`config.mk`:
```
export PLATFORM = sky130hd
export DESIGN_NAME = id_ex_stage
export DESIGN_NICKNAME = d
export VERILOG_FILES = /design/src/rtl/id_ex_stage_pkg.sv /design/src/rtl/id_ex_stage_load_use_detect.sv /design/src/rtl/id_ex_stage.sv
export SDC_FILE = /design/constraint.sdc
export NUM_CORES = 1
export LEC_CHECK = 0
export CAP_MARGIN = 40
export CORE_ASPECT_RATIO = 1.75
export CORE_MARGIN = 2
export CORE_UTILIZATION = 36
export CTS_CLUSTER_SIZE = 40
export DETAILED_ROUTE_END_ITERATION = 12
export GPL_TIMING_DRIVEN = 1
export PLACE_DENSITY = 0.77
export SYNTH_ARGS = -nofsm -noshare
export SYNTH_HDL_FRONTEND = slang
export SYNTH_SLANG_ARGS = --single-unit
export TNS_END_PERCENT = 50
```
`constraint.sdc`:
```
create_clock -name Clk -period 2.2 [get_ports Clk]
set_clock_uncertainty 0.15 [all_clocks]
set_input_delay 0.22 -clock Clk [delete_from_list [all_inputs] [get_ports Clk]]
set_output_delay 0.22 -clock Clk [all_outputs]
set_load 0.01 [all_outputs]
```
`src/rtl/id_ex_stage_pkg.sv`:
```
// Shared MIPS constants and the control-bundle layout used by the ID/EX boundary.
package id_ex_stage_pkg;

    localparam logic [5:0] OP_RTYPE = 6'b000000;
    localparam logic [5:0] OP_J     = 6'b000010;
    localparam logic [5:0] OP_JAL   = 6'b000011;
    localparam logic [5:0] OP_ADDI  = 6'b001000;
    localparam logic [5:0] OP_LW    = 6'b100011;
    localparam logic [5:0] OP_SW    = 6'b101011;
    localparam logic [5:0] FUNCT_JR = 6'b001000;

    // Field order fixes the bit positions: alu_src is bit 7, jump is bit 0.
    typedef struct packed {
        logic alu_src;
        logic reg_dst;
        logic mem_read;
        logic mem_write;
        logic mem_to_reg;
        logic reg_write;
        logic branch;
        logic jump;
    } ctrl_t;

    localparam ctrl_t CTRL_NONE = '0;

endpackage

```
`src/rtl/id_ex_stage_load_use_detect.sv`:
```
// Load-use hazard detection between the ID instruction and a load sitting in EX.
module load_use_detect
    import id_ex_stage_pkg::*;
(
    input  logic       id_valid,
    input  logic       id_alu_src,
    input  logic       id_mem_write,
    input  logic       id_jump,
    input  logic [5:0] id_opcode,
    input  logic [4:0] id_rs,
    input  logic [4:0] id_rt,
    input  logic       ex_valid,
    input  logic       ex_mem_read,
    input  logic [4:0] ex_rt,
    input  logic       flush,
    output logic       stall
);

    logic uses_rs;
    logic uses_rt;
    logic hz;

    // J/JAL carry a target, not rs; JR is an R-type jump and does read rs.
    assign uses_rs = id_valid & ~(id_jump & (id_opcode != OP_RTYPE));
    assign uses_rt = id_valid & ((~id_alu_src & ~id_jump) | id_mem_write);

    assign hz = ex_valid & ex_mem_read & (ex_rt != 5'd0) &
                ((uses_rs & (ex_rt == id_rs)) | (uses_rt & (ex_rt == id_rt)));

    // A flush kills the ID instruction, so waiting on its operands is pointless.
    assign stall = hz & ~flush;

endmodule

```
`src/rtl/id_ex_stage.sv`:
```
// ID/EX pipeline register with load-use bubble insertion, flush and event counters.
module id_ex_stage
    import id_ex_stage_pkg::*;
#(
    parameter int DATA_W = 32,
    parameter int CNT_W  = 16
) (
    input  logic              Clk,
    input  logic              Rst_n,
    input  logic              ID_Valid,
    input  logic              ID_ALUSrc,
    input  logic              ID_RegDst,
    input  logic              ID_MemRead,
    input  logic              ID_MemWrite,
    input  logic              ID_MemtoReg,
    input  logic              ID_RegWrite,
    input  logic              ID_Branch,
    input  logic              ID_Jump,
    input  logic [5:0]        ID_OPCode,
    input  logic [5:0]        ID_Funct,
    input  logic [4:0]        ID_Rs,
    input  logic [4:0]        ID_Rt,
    input  logic [4:0]        ID_Rd,
    input  logic [DATA_W-1:0] ID_ReadData1,
    input  logic [DATA_W-1:0] ID_ReadData2,
    input  logic [DATA_W-1:0] ID_SignExtImm,
    input  logic [DATA_W-1:0] ID_PCPlus4,
    input  logic              Flush,
    output logic              Stall,
    output logic              EX_Valid,
    output logic              EX_ALUSrc,
    output logic              EX_RegDst,
    output logic              EX_MemRead,
    output logic              EX_MemWrite,
    output logic              EX_MemtoReg,
    output logic              EX_RegWrite,
    output logic              EX_Branch,
    output logic              EX_Jump,
    output logic [5:0]        EX_OPCode,
    output logic [5:0]        EX_Funct,
    output logic [4:0]        EX_Rs,
    output logic [4:0]        EX_Rt,
    output logic [4:0]        EX_Rd,
    output logic [DATA_W-1:0] EX_ReadData1,
    output logic [DATA_W-1:0] EX_ReadData2,
    output logic [DATA_W-1:0] EX_SignExtImm,
    output logic [DATA_W-1:0] EX_PCPlus4,
    output logic [CNT_W-1:0]  StallCount,
    output logic [CNT_W-1:0]  FlushCount
);

    typedef struct packed {
        logic [5:0]        opcode;
        logic [5:0]        funct;
        logic [4:0]        rs;
        logic [4:0]        rt;
        logic [4:0]        rd;
        logic [DATA_W-1:0] rd1;
        logic [DATA_W-1:0] rd2;
        logic [DATA_W-1:0] imm;
        logic [DATA_W-1:0] pc4;
    } data_t;

    ctrl_t             id_ctrl;
    data_t             id_data;
    logic              ex_valid_d, ex_valid_q;
    ctrl_t             ex_ctrl_d, ex_ctrl_q;
    data_t             ex_data_d, ex_data_q;
    logic [CNT_W-1:0]  stall_cnt_d, stall_cnt_q;
    logic [CNT_W-1:0]  flush_cnt_d, flush_cnt_q;
    logic              stall;

    assign id_ctrl = '{alu_src: ID_ALUSrc, reg_dst: ID_RegDst, mem_read: ID_MemRead,
                       mem_write: ID_MemWrite, mem_to_reg: ID_MemtoReg,
                       reg_write: ID_RegWrite, branch: ID_Branch, jump: ID_Jump};
    assign id_data = '{opcode: ID_OPCode, funct: ID_Funct, rs: ID_Rs, rt: ID_Rt,
                       rd: ID_Rd, rd1: ID_ReadData1, rd2: ID_ReadData2,
                       imm: ID_SignExtImm, pc4: ID_PCPlus4};

    load_use_detect u_load_use_detect (
        .id_valid     (ID_Valid),
        .id_alu_src   (ID_ALUSrc),
        .id_mem_write (ID_MemWrite),
        .id_jump      (ID_Jump),
        .id_opcode    (ID_OPCode),
        .id_rs        (ID_Rs),
        .id_rt        (ID_Rt),
        .ex_valid     (ex_valid_q),
        .ex_mem_read  (ex_ctrl_q.mem_read),
        .ex_rt        (ex_data_q.rt),
        .flush        (Flush),
        .stall        (stall)
    );

    always_comb begin
        // NOTE: every always_comb output gets a default first so no path can infer a latch.
        ex_valid_d  = ID_Valid;
        ex_ctrl_d   = ID_Valid ? id_ctrl : CTRL_NONE;
        ex_data_d   = id_data;
        stall_cnt_d = stall_cnt_q;
        flush_cnt_d = flush_cnt_q;

        if (Flush) begin
            ex_valid_d = 1'b0;
            ex_ctrl_d  = CTRL_NONE;
            if (ID_Valid && flush_cnt_q != '1) flush_cnt_d = flush_cnt_q + CNT_W'(1);
        end else if (stall) begin
            ex_valid_d = 1'b0;
            ex_ctrl_d  = CTRL_NONE;
            ex_data_d  = '0;
            if (stall_cnt_q != '1) stall_cnt_d = stall_cnt_q + CNT_W'(1);
        end
    end

    // NOTE: sequential state uses non-blocking assignments so all flops update together.
    always_ff @(posedge Clk or negedge Rst_n) begin
        if (!Rst_n) begin
            ex_valid_q  <= 1'b0;
            ex_ctrl_q   <= CTRL_NONE;
            ex_data_q   <= '0;
            stall_cnt_q <= '0;
            flush_cnt_q <= '0;
        end else begin
            ex_valid_q  <= ex_valid_d;
            ex_ctrl_q   <= ex_ctrl_d;
            ex_data_q   <= ex_data_d;
            stall_cnt_q <= stall_cnt_d;
            flush_cnt_q <= flush_cnt_d;
        end
    end

    assign Stall         = stall;
    assign EX_Valid      = ex_valid_q;
    assign EX_ALUSrc     = ex_ctrl_q.alu_src;
    assign EX_RegDst     = ex_ctrl_q.reg_dst;
    assign EX_MemRead    = ex_ctrl_q.mem_read;
    assign EX_MemWrite   = ex_ctrl_q.mem_write;
    assign EX_MemtoReg   = ex_ctrl_q.mem_to_reg;
    assign EX_RegWrite   = ex_ctrl_q.reg_write;
    assign EX_Branch     = ex_ctrl_q.branch;
    assign EX_Jump       = ex_ctrl_q.jump;
    assign EX_OPCode     = ex_data_q.opcode;
    assign EX_Funct      = ex_data_q.funct;
    assign EX_Rs         = ex_data_q.rs;
    assign EX_Rt         = ex_data_q.rt;
    assign EX_Rd         = ex_data_q.rd;
    assign EX_ReadData1  = ex_data_q.rd1;
    assign EX_ReadData2  = ex_data_q.rd2;
    assign EX_SignExtImm = ex_data_q.imm;
    assign EX_PCPlus4    = ex_data_q.pc4;
    assign StallCount    = stall_cnt_q;
    assign FlushCount    = flush_cnt_q;

endmodule
```
==> results of run 1 <==
[cells in the mapped netlist (all sizes together), types with 2 or more instances]
cell and instances:
nor4b 5, ha 2, and3 163, xor2 22
nand4 7, nor2 5, and4 3, xnor2 17
buf 3, or4 2, nor3 8, and2 11
nand2 8, nand3 13, dfrtp 196, clkbuf 34
mux2 3
[layout by cell type (no fill, tap or decap), types with 3 or more instances in the layout]
cell                              Yosys  final
sky130_fd_sc_hd__xnor2_1             17     16
sky130_fd_sc_hd__buf_16               0      5
sky130_fd_sc_hd__buf_4                0     25
sky130_fd_sc_hd__dlygate4sd2_1        0      3
sky130_fd_sc_hd__buf_12               0      9
sky130_fd_sc_hd__and3_4               0     26
sky130_fd_sc_hd__and4_1               3      3
sky130_fd_sc_hd__buf_8                0      6
sky130_fd_sc_hd__nor4b_2              3      3
sky130_fd_sc_hd__inv_6                0      4
sky130_fd_sc_hd__and3_1             163    137
sky130_fd_sc_hd__nor2_1               5      3
sky130_fd_sc_hd__xor2_1              22     22
sky130_fd_sc_hd__nand2_1              8      8
sky130_fd_sc_hd__and2_1              10     10
sky130_fd_sc_hd__diode_2              0      4
sky130_fd_sc_hd__nor3_2               1      6
sky130_fd_sc_hd__buf_6                1     10
sky130_fd_sc_hd__bufinv_16            0      3
sky130_fd_sc_hd__nand4_1              7      7
sky130_fd_sc_hd__nand3_1             13     13
sky130_fd_sc_hd__clkbuf_16            0     34
sky130_fd_sc_hd__dfrtp_1            196    195
sky130_fd_sc_hd__clkdlybuf4s50_1      0    357
[flip-flops by register name (all words and copies together), names as in the netlist, 5 cells and up]
signal,cells
EX_Funct,6
EX_OPCode,6
EX_PCPlus4,32
EX_Rd,5
EX_ReadData1,32
EX_ReadData2,32
EX_Rs,5
EX_Rt,5
EX_SignExtImm,32
FlushCount,16
StallCount,16
[routing by layer]
metal / track usage [%] / share of wire (%)
met4: 11.83 / 5.2
met3: 6.917 / 6.8
met1: 26.03 / 36
met5: 0 / 0
met2: 38.51 / 52
[cell families (layout without fill, tap and decap cells)]
kind of cell,Yosys count,count (layout),synth area share (%)
AND/OR/NAND/NOR,231,232,20.80
adder cells (fa/ha/maj),2,2,0.3588
flip-flops,196,196,70.34
multiplexers,3,3,0.4844
AO/OA/AOI/OAI,6,6,0.9332
buffers and inverters,38,469,2.189
XOR/XNOR,39,39,4.899
other,0,4,0
[report_power, final]
| group | internal, uW | switching (uW) | total [uW] |
|---|---|---|---|
| combinational | 802 | 483 | 1280 |
| clock | 1840 | 1440 | 3280 |
| sequential | 3810 | 105 | 3910 |
[final cells by class]
type                    count  area (um^2)  share of cell area [%]
diodes                      4        10.01                 0.07837
clock buffers              19        442.9                   3.468
clock inverters            13        170.2                   1.332
inverters                   1        3.754                 0.02939
multi-input cells         282         2158                   16.90
flip-flops and latches    196         4906                   38.41
well taps                 241        301.5                   2.361
repair buffers            436         4780                   37.42
[worst register-to-register path: cells and delay by family, from the launching register on]
kind            cells  cell delay, ns
compound gates      1            0.21
simple gates        3            0.99
buf+inv             3            0.50
flops               1            0.41
[through the flow]
step / instance area [um^2] / instances / util (%) / hold slack [ns] / setup slack (ns)
3_3_place_gp: 11070 / 1115 / 57.90 / 0.03026 / -0.6154
3_5_place_dp: 11070 / 1115 / 57.90 / 0.03154 / -0.6455
2_1_floorplan: 6979 / 515 / - / -0.2256 / -0.02309
5_1_grt: 12770 / 1191 / 66.81 / 0.04608 / -0.1652
6_report: 12770 / 1192 / 66.82 / 0.02988 / -0.1194
4_1_cts: 11830 / 1152 / 61.90 / 0.01138 / -0.1011
[what timing repair did]
| action | CTS | global route |
|---|---|---|
| setup buffers | 2 | 4 |
| hold endpoints to repair | 173 | 1 |
| gates resized for setup | 24 | 68 |
| pin swaps | 5 | 36 |
| setup endpoints to repair | 168 | 179 |
| hold buffers | 1 | 1 |
| cloned | 2 | 31 |
[how the worst max path moves through the flow]
| stage | start | endpoint | slack, ns | depth (start not counted) |
|---|---|---|---|---|
| 2_1_floorplan | EX_Rt[0] | StallCount[1] | -0.02 | 7 |
| 3_3_place_gp | ID_OPCode[1] | Stall | -0.62 | 7 |
| 5_1_grt | EX_Rt[2] | StallCount[1] | -0.17 | 7 |
| 4_1_cts | EX_Rt[0] | Stall | -0.10 | 5 |
| 6_report | EX_Rt[2] | EX_ReadData2[6] | -0.12 | 7 |
| 3_5_place_dp | ID_OPCode[1] | Stall | -0.65 | 7 |
==> Implementation_results.wiki, run 1 <==
{| class="wikitable"
! Metric !! Value
|-
| Placer's final routability congestion estimate || 0.8669
|-
| Warnings, synthesis || 0
|-
| Longest Clk Path Bufs || 2
|-
| Share of post-route cells with drive strength above 1 || between 10% and 20%
|-
| Reg2reg setup slack || -0.12 ns
|-
| CTS tree || built
|-
| # IOs || 364
|-
| Post-synth cell types || 35
|-
| Final setup slack of the worst path || -0.1194 ns
|-
| Sequence of cells on the critical path || or4_4 > o2111ai_4 > nand4b_1 > buf_6 > buf_12 > buf_16 > and3_1
|-
| Data arrival at the endpoint of the critical path || between 2 and 3 ns
|-
| Crit Path Max Fanout || 25
|-
| P&R area growth vs syn || 83.17%
|-
| Tightest slew margin relative to the limit || roughly 73%
|-
| Count of nets left with antenna violations after detail routing || 0
|-
| Count of routing violations after the opening detailed-route iteration || between 200 and 300
|-
| Share of synthesized flip-flops with an asynchronous set or reset || 100.0%
|-
| Violated checks || negative setup slack
|-
| Maximum clock frequency || 0.4312 GHz
|-
| Number of global-route vias before repair || between 5000 and 6000
|-
| Final #Nets || roughly 1100
|-
| Final setup violation count || 157
|-
| Outcome || finished with violations
|-
| Longest individual stage delay on the worst path || ~0.56 ns
|-
| Combined area of all synthesized cells || ~7000 um^2
|-
| Full die area || between 20000 and 25000 um^2
|-
| Clock latency at the later pin of the worst-skew pair || roughly 0.44 ns
|-
| Total of flip-flops plus latches after synthesis || 196
|-
| Clock-pin slew of the registers on the worst-case setup and hold paths || approximately 0.07 ns
|-
| Avg Inst Size Synth || approximately 14 um^2
|-
| Max-cap violations || 0
|-
| Endpoint with the worst hold slack || EX_OPCode[0]
|-
| Number of detailed-routing iterations run before antenna repair || 4
|-
| Setup repair after global routing missed its margin || true
|-
| Kind of launch point of the worst setup path || flop
|-
| Worst r2r src || EX_Rt[2]
|-
| Hold path startpoint || ID_OPCode[0]
|-
| Global route total overflow || 0
|-
| Clock buffers created by TritonCTS || 17
|-
| Top area cells in the synthesized netlist || sky130_fd_sc_hd__dfrtp_1 70%, sky130_fd_sc_hd__and3_1 15%, sky130_fd_sc_hd__xor2_1 2.8%
|-
| Total buffers and inverters traversed by the critical path || 3
|-
| Min-Delay Path Depth || 2
|-
| Maximum number of pins on one net before global-route repair || 62
|-
| First-pass GRT wire length || around 35000 um
|-
| Routed vias || roughly 6000
|-
| Period utilization || 105.4%
|-
| Post-synth top area cell || sky130_fd_sc_hd__dfrtp_1
|-
| Worst min-delay path category || input port to flop
|-
| Final slew viol count || 0
|-
| Overall global routing resource usage || between 20% and 30%
|-
| DP HPWL || ~16000 um
|-
| Effective utilization at floorplan || a little over a third
|-
| Remaining design rule violation count || 0
|-
| Area fraction of the dominant cell type after synthesis || between 70% and 80%
|-
| Leakage power of the design || 0.005775 uW
|-
| Final wirelength || about 28000 um
|-
| Floorplan row count || between 60 and 70
|-
| Via density per instance || 5.018
|-
| Sequential element share of the synthesized area || 70.34%
|-
| Worst path top cell family by delay || simple AND/OR/NAND/NOR gates
|-
| Number of antenna violations at the first check in global routing || 4
|-
| Depth of the worst register-to-register path || 7
|-
| Ys flop type || sky130_fd_sc_hd__dfrtp_1
|-
| Horizontal extent of the die || roughly 110 um
|-
| Power density over cell area || around 660 nW/um^2
|-
| Root buffer cell || sky130_fd_sc_hd__clkbuf_16
|-
| Setup tns final || -7.217 ns
|-
| Number of clock sinks || 196
|-
| Standard cell core area || 19110 um^2
|-
| Number of fillers in the final layout || between 1000 and 1500
|-
| Peak supply drop || 506.3 uV
|-
| Kind of capture point of the worst setup path || flop
|-
| Time the worst path needs with I/O delays and setup || approximately 2.3 ns
|-
| Syn Inst Count || ~520
|-
| Worst flop-to-flop path endpoint || EX_ReadData2[6]
|-
| Count of buffers inserted at the top-level ports || roughly 360
|-
| Final Hold Fails || 0
|-
| Worst-Margin Slew || 0.3975 ns
|-
| Total Power Consumption || 8474 uW
|-
| Vertical die dimension || about 190 um
|-
| Level count of the clock H-tree || 4
|-
| Total nets after synthesis || just under 700
|-
| WP data required || 2.42 ns
|-
| Crit path kind || flop to flop
|-
| Number of synthesized flops with an enable pin || 0
|-
| CP max-delay cell || sky130_fd_sc_hd__or4_4
|-
| Post-DR wirelength/cell || roughly 23 um
|}
Note: power is estimated with default switching activity, not from simulation.
==> run 2, diff against run 1 <==
- MAX_ROUTING_LAYER: unset -> met4
- SETUP_SLACK_MARGIN: unset -> 0.02
==> run 2 against run 1 <==
Against the previous run: the run still ends with negative setup slack left; critical path depth decreased by 2; design area decreased by 3.8%; utilization decreased by 2.5 points; setup slack improved by 0.035 ns; largest cell class unchanged.
==> Implementation_results.wiki, run 2 (same netlist as run 1, synthesis figures left out) <==
{| class="wikitable"
! Metric !! Value
|-
| Outcome || finished with violations (unchanged)
|-
| Violated checks || negative setup slack (unchanged)
|-
| Number of fillers in the final layout || 1451 (was 1376)
|-
| Full die area || 20540 um^2 (unchanged)
|-
| WP data required || 1.83 ns (was 2.42 ns)
|-
| Worst min-delay path category || input port to flop (unchanged)
|-
| Via density per instance || 4.913 (was 5.018)
|-
| Overall global routing resource usage || 23.72% (was 22.99%)
|-
| Leakage power of the design || 0.005549 uW (was 0.005775 uW)
|-
| Clock-pin slew of the registers on the worst-case setup and hold paths || 0.07 ns (about the same)
|-
| Standard cell core area || 19110 um^2 (unchanged)
|-
| Share of total power in sequential cells || 46.5% (was 46.2%)
|-
| Vertical die dimension || 188.1 um (unchanged)
|-
| Number of antenna violations at the first check in global routing || 4 (unchanged)
|-
| Post-DR wirelength/cell || 22.09 um (was 23.42 um)
|-
| Period utilization || 103.8% (was 105.4%)
|-
| Clock latency at the later pin of the worst-skew pair || 0.43 ns (was 0.44 ns)
|-
| Minimum setup slack after placement || -0.6455 ns (unchanged)
|-
| Count of nets left with antenna violations after detail routing || 0 (unchanged)
|-
| Worst-Margin Slew || 0.4025 ns (was 0.3975 ns)
|-
| # IOs || 364 (unchanged)
|-
| Final slew viol count || 0 (unchanged)
|-
| Placer's final routability congestion estimate || 0.8809 (was 0.8669)
|-
| Routed vias || 5768 (was 5982)
|-
| Count of buffers inserted at the top-level ports || 363 (unchanged)
|-
| Max-cap violations || 0 (unchanged)
|-
| Remaining design rule violation count || 0 (unchanged)
|-
| Horizontal extent of the die || 109.2 um (unchanged)
|-
| Share of total power in combinational logic || 15.0% (was 15.2%)
|-
| Internal Dissipation || 6429 uW (was 6448 uW)
|-
| Commonest cells after routing, fill and taps aside || 357 x sky130_fd_sc_hd__clkdlybuf4s50_1, 195 x sky130_fd_sc_hd__dfrtp_1, 154 x sky130_fd_sc_hd__and3_1 (was 357 x sky130_fd_sc_hd__clkdlybuf4s50_1, 195 x sky130_fd_sc_hd__dfrtp_1, 137 x sky130_fd_sc_hd__and3_1)
|-
| Effective utilization at floorplan || 36.48% (unchanged)
|-
| Crit Path Max Fanout || 3 (was 25)
|-
| Level count of the clock H-tree || 4 (unchanged)
|-
| Hold slack || 0.03556 ns (was 0.02988 ns)
|-
| Setup tns final || -2.402 ns (was -7.217 ns)
|-
| Kind of launch point of the worst setup path || flop (unchanged)
|-
| Final Instance Area || 12290 um^2 (was 12770 um^2)
|-
| Global route total overflow || 0 (unchanged)
|-
| Instance area at placement || 11070 um^2 (unchanged)
|-
| Time the worst path needs with I/O delays and setup || 2.284 ns (was 2.319 ns)
|-
| Number of global-route vias before repair || 5864 (was 5848)
|-
| Final Hold Fails || 0 (unchanged)
|-
| Net switching power || 1983 uW (was 2026 uW)
|-
| Data arrival at the endpoint of the critical path || 1.91 ns (was 2.54 ns)
|-
| Final setup slack of the worst path || -0.08447 ns (was -0.1194 ns)
|-
| Leading cell type in the layout, fill and taps excluded || sky130_fd_sc_hd__clkdlybuf4s50_1 (unchanged)
|-
| Count of routing violations after the opening detailed-route iteration || 214 (was 259)
|-
| Final wirelength || 25930 um (was 27920 um)
|-
| Clock buffers created by TritonCTS || 17 (unchanged)
|-
| Longest Clk Path Bufs || 2 (unchanged)
|-
| First-pass GRT wire length || 34510 um (unchanged)
|-
| Maximum number of pins on one net before global-route repair || 62 (unchanged)
|-
| Tightest slew margin relative to the limit || 73.17% (was 73.50%)
|-
| P&R area growth vs syn || 76.28% (was 83.17%)
|-
| Peak supply drop || 601.3 uV (was 506.3 uV)
|-
| Maximum clock frequency || 0.4377 GHz (was 0.4312 GHz)
|-
| CTS tree || built (unchanged)
|-
| Net switching share of the total power || 23.57% (was 23.90%)
|-
| Floorplan row count || 67 (unchanged)
|-
| Final #Nets || 1085 (was 1103)
|-
| Setup repair after global routing missed its margin || true (unchanged)
|-
| Total Power Consumption || 8413 uW (was 8474 uW)
|-
| Power density over cell area || 684.4 nW/um^2 (was 663.5 nW/um^2)
|-
| Kind of capture point of the worst setup path || primary output (was flop)
|-
| Proportion of power drawn by the clock network || 38.6% (was 38.7%)
|-
| Share of post-route cells with drive strength above 1 || 12.81% (was 16.68%)
|-
| Final setup violation count || 121 (was 157)
|-
| Crit path kind || flop to primary output (was flop to flop)
|-
| Root buffer cell || sky130_fd_sc_hd__clkbuf_16 (unchanged)
|-
| Number of detailed-routing iterations run before antenna repair || 4 (unchanged)
|-
| Number of clock sinks || 196 (unchanged)
|-
| DP HPWL || 16190 um (unchanged)
|-
| Reg2reg setup slack || -0.07 ns (was -0.12 ns)
|}
[run 2: cell count changes in the layout (fill, tap and decap cells not counted), sizes merged]
| cell | before | now |
|---|---|---|
| dlymetal6s2s | 1 | 0 |
| and3 | 164 | 163 |
| dlygate4sd2 | 3 | 4 |
| dlygate4sd3 | 2 | 1 |
| buf | 55 | 46 |
| clkbuf | 37 | 30 |
[run 2: power by group through the flow]
stage               registers [uW]  clock network, uW  logic, uW
global route                  3930               3460       1350
floorplan                     4080                  0        204
finish                        3910               3250       1260
detailed placement            3970                  0       1250
global placement              3970                  0       1230
CTS                           3910               3310       1260
[run 2: critical path: stages, from the launching register on]
cell	delay [ns]
sky130_fd_sc_hd__dfrtp_1	0.40
sky130_fd_sc_hd__or4_4	0.56
sky130_fd_sc_hd__o2111ai_4	0.21
sky130_fd_sc_hd__or2_4	0.16
sky130_fd_sc_hd__inv_2	0.04
sky130_fd_sc_hd__buf_6	0.11
[run 2: timing repair]
item	4_1_cts	5_1_grt
buffers inserted	2	3
gates cloned	2	15
gates resized for setup	26	26
pin swaps	7	8
endpoints found under the hold margin	173	0
hold buffers	1	0
endpoints found under the setup margin	170	179
[run 2: layout make-up]
cell class	instances	area (um^2)	area share [%]
Antenna cell	4	10.01	0.08143
Multi-Input combinational cell	281	2008	16.34
Timing Repair Buffer	419	4449	36.20
Inverter	1	3.754	0.03054
Sequential cell	196	4906	39.91
Clock inverter	13	170.2	1.384
Tap cell	241	301.5	2.453
Clock buffer	19	442.9	3.603
[run 2: through the flow]
stage | std cells | utilization [%]
after global routing | 1174 | 64.31
after detailed placement | 1115 | 57.90
final | 1174 | 64.31
after CTS | 1152 | 61.91
after floorplan | 515 | -
after global placement | 1115 | 57.90
[run 2: path summary, 6_finish.rpt]
kind,start,to,cells past startpoint
max in group asynchronous,Rst_n,EX_SignExtImm[9],3
min in group asynchronous,Rst_n,FlushCount[14],2
worst min-delay path,ID_OPCode[0],EX_OPCode[0],2
worst min register to register,StallCount[6],StallCount[6],1
worst max-delay path,EX_Rt[2],Stall,5
worst max register to register,EX_Rt[2],StallCount[1],7
[run 2: routing by layer]
layer,vias up,track usage [%],part of all wire (%)
met5,-,-,0
li1,2593,-,-
met2,287,38.51,53
met1,2838,27.35,37
met3,50,5.457,6.3
met4,0,11.44,3.7
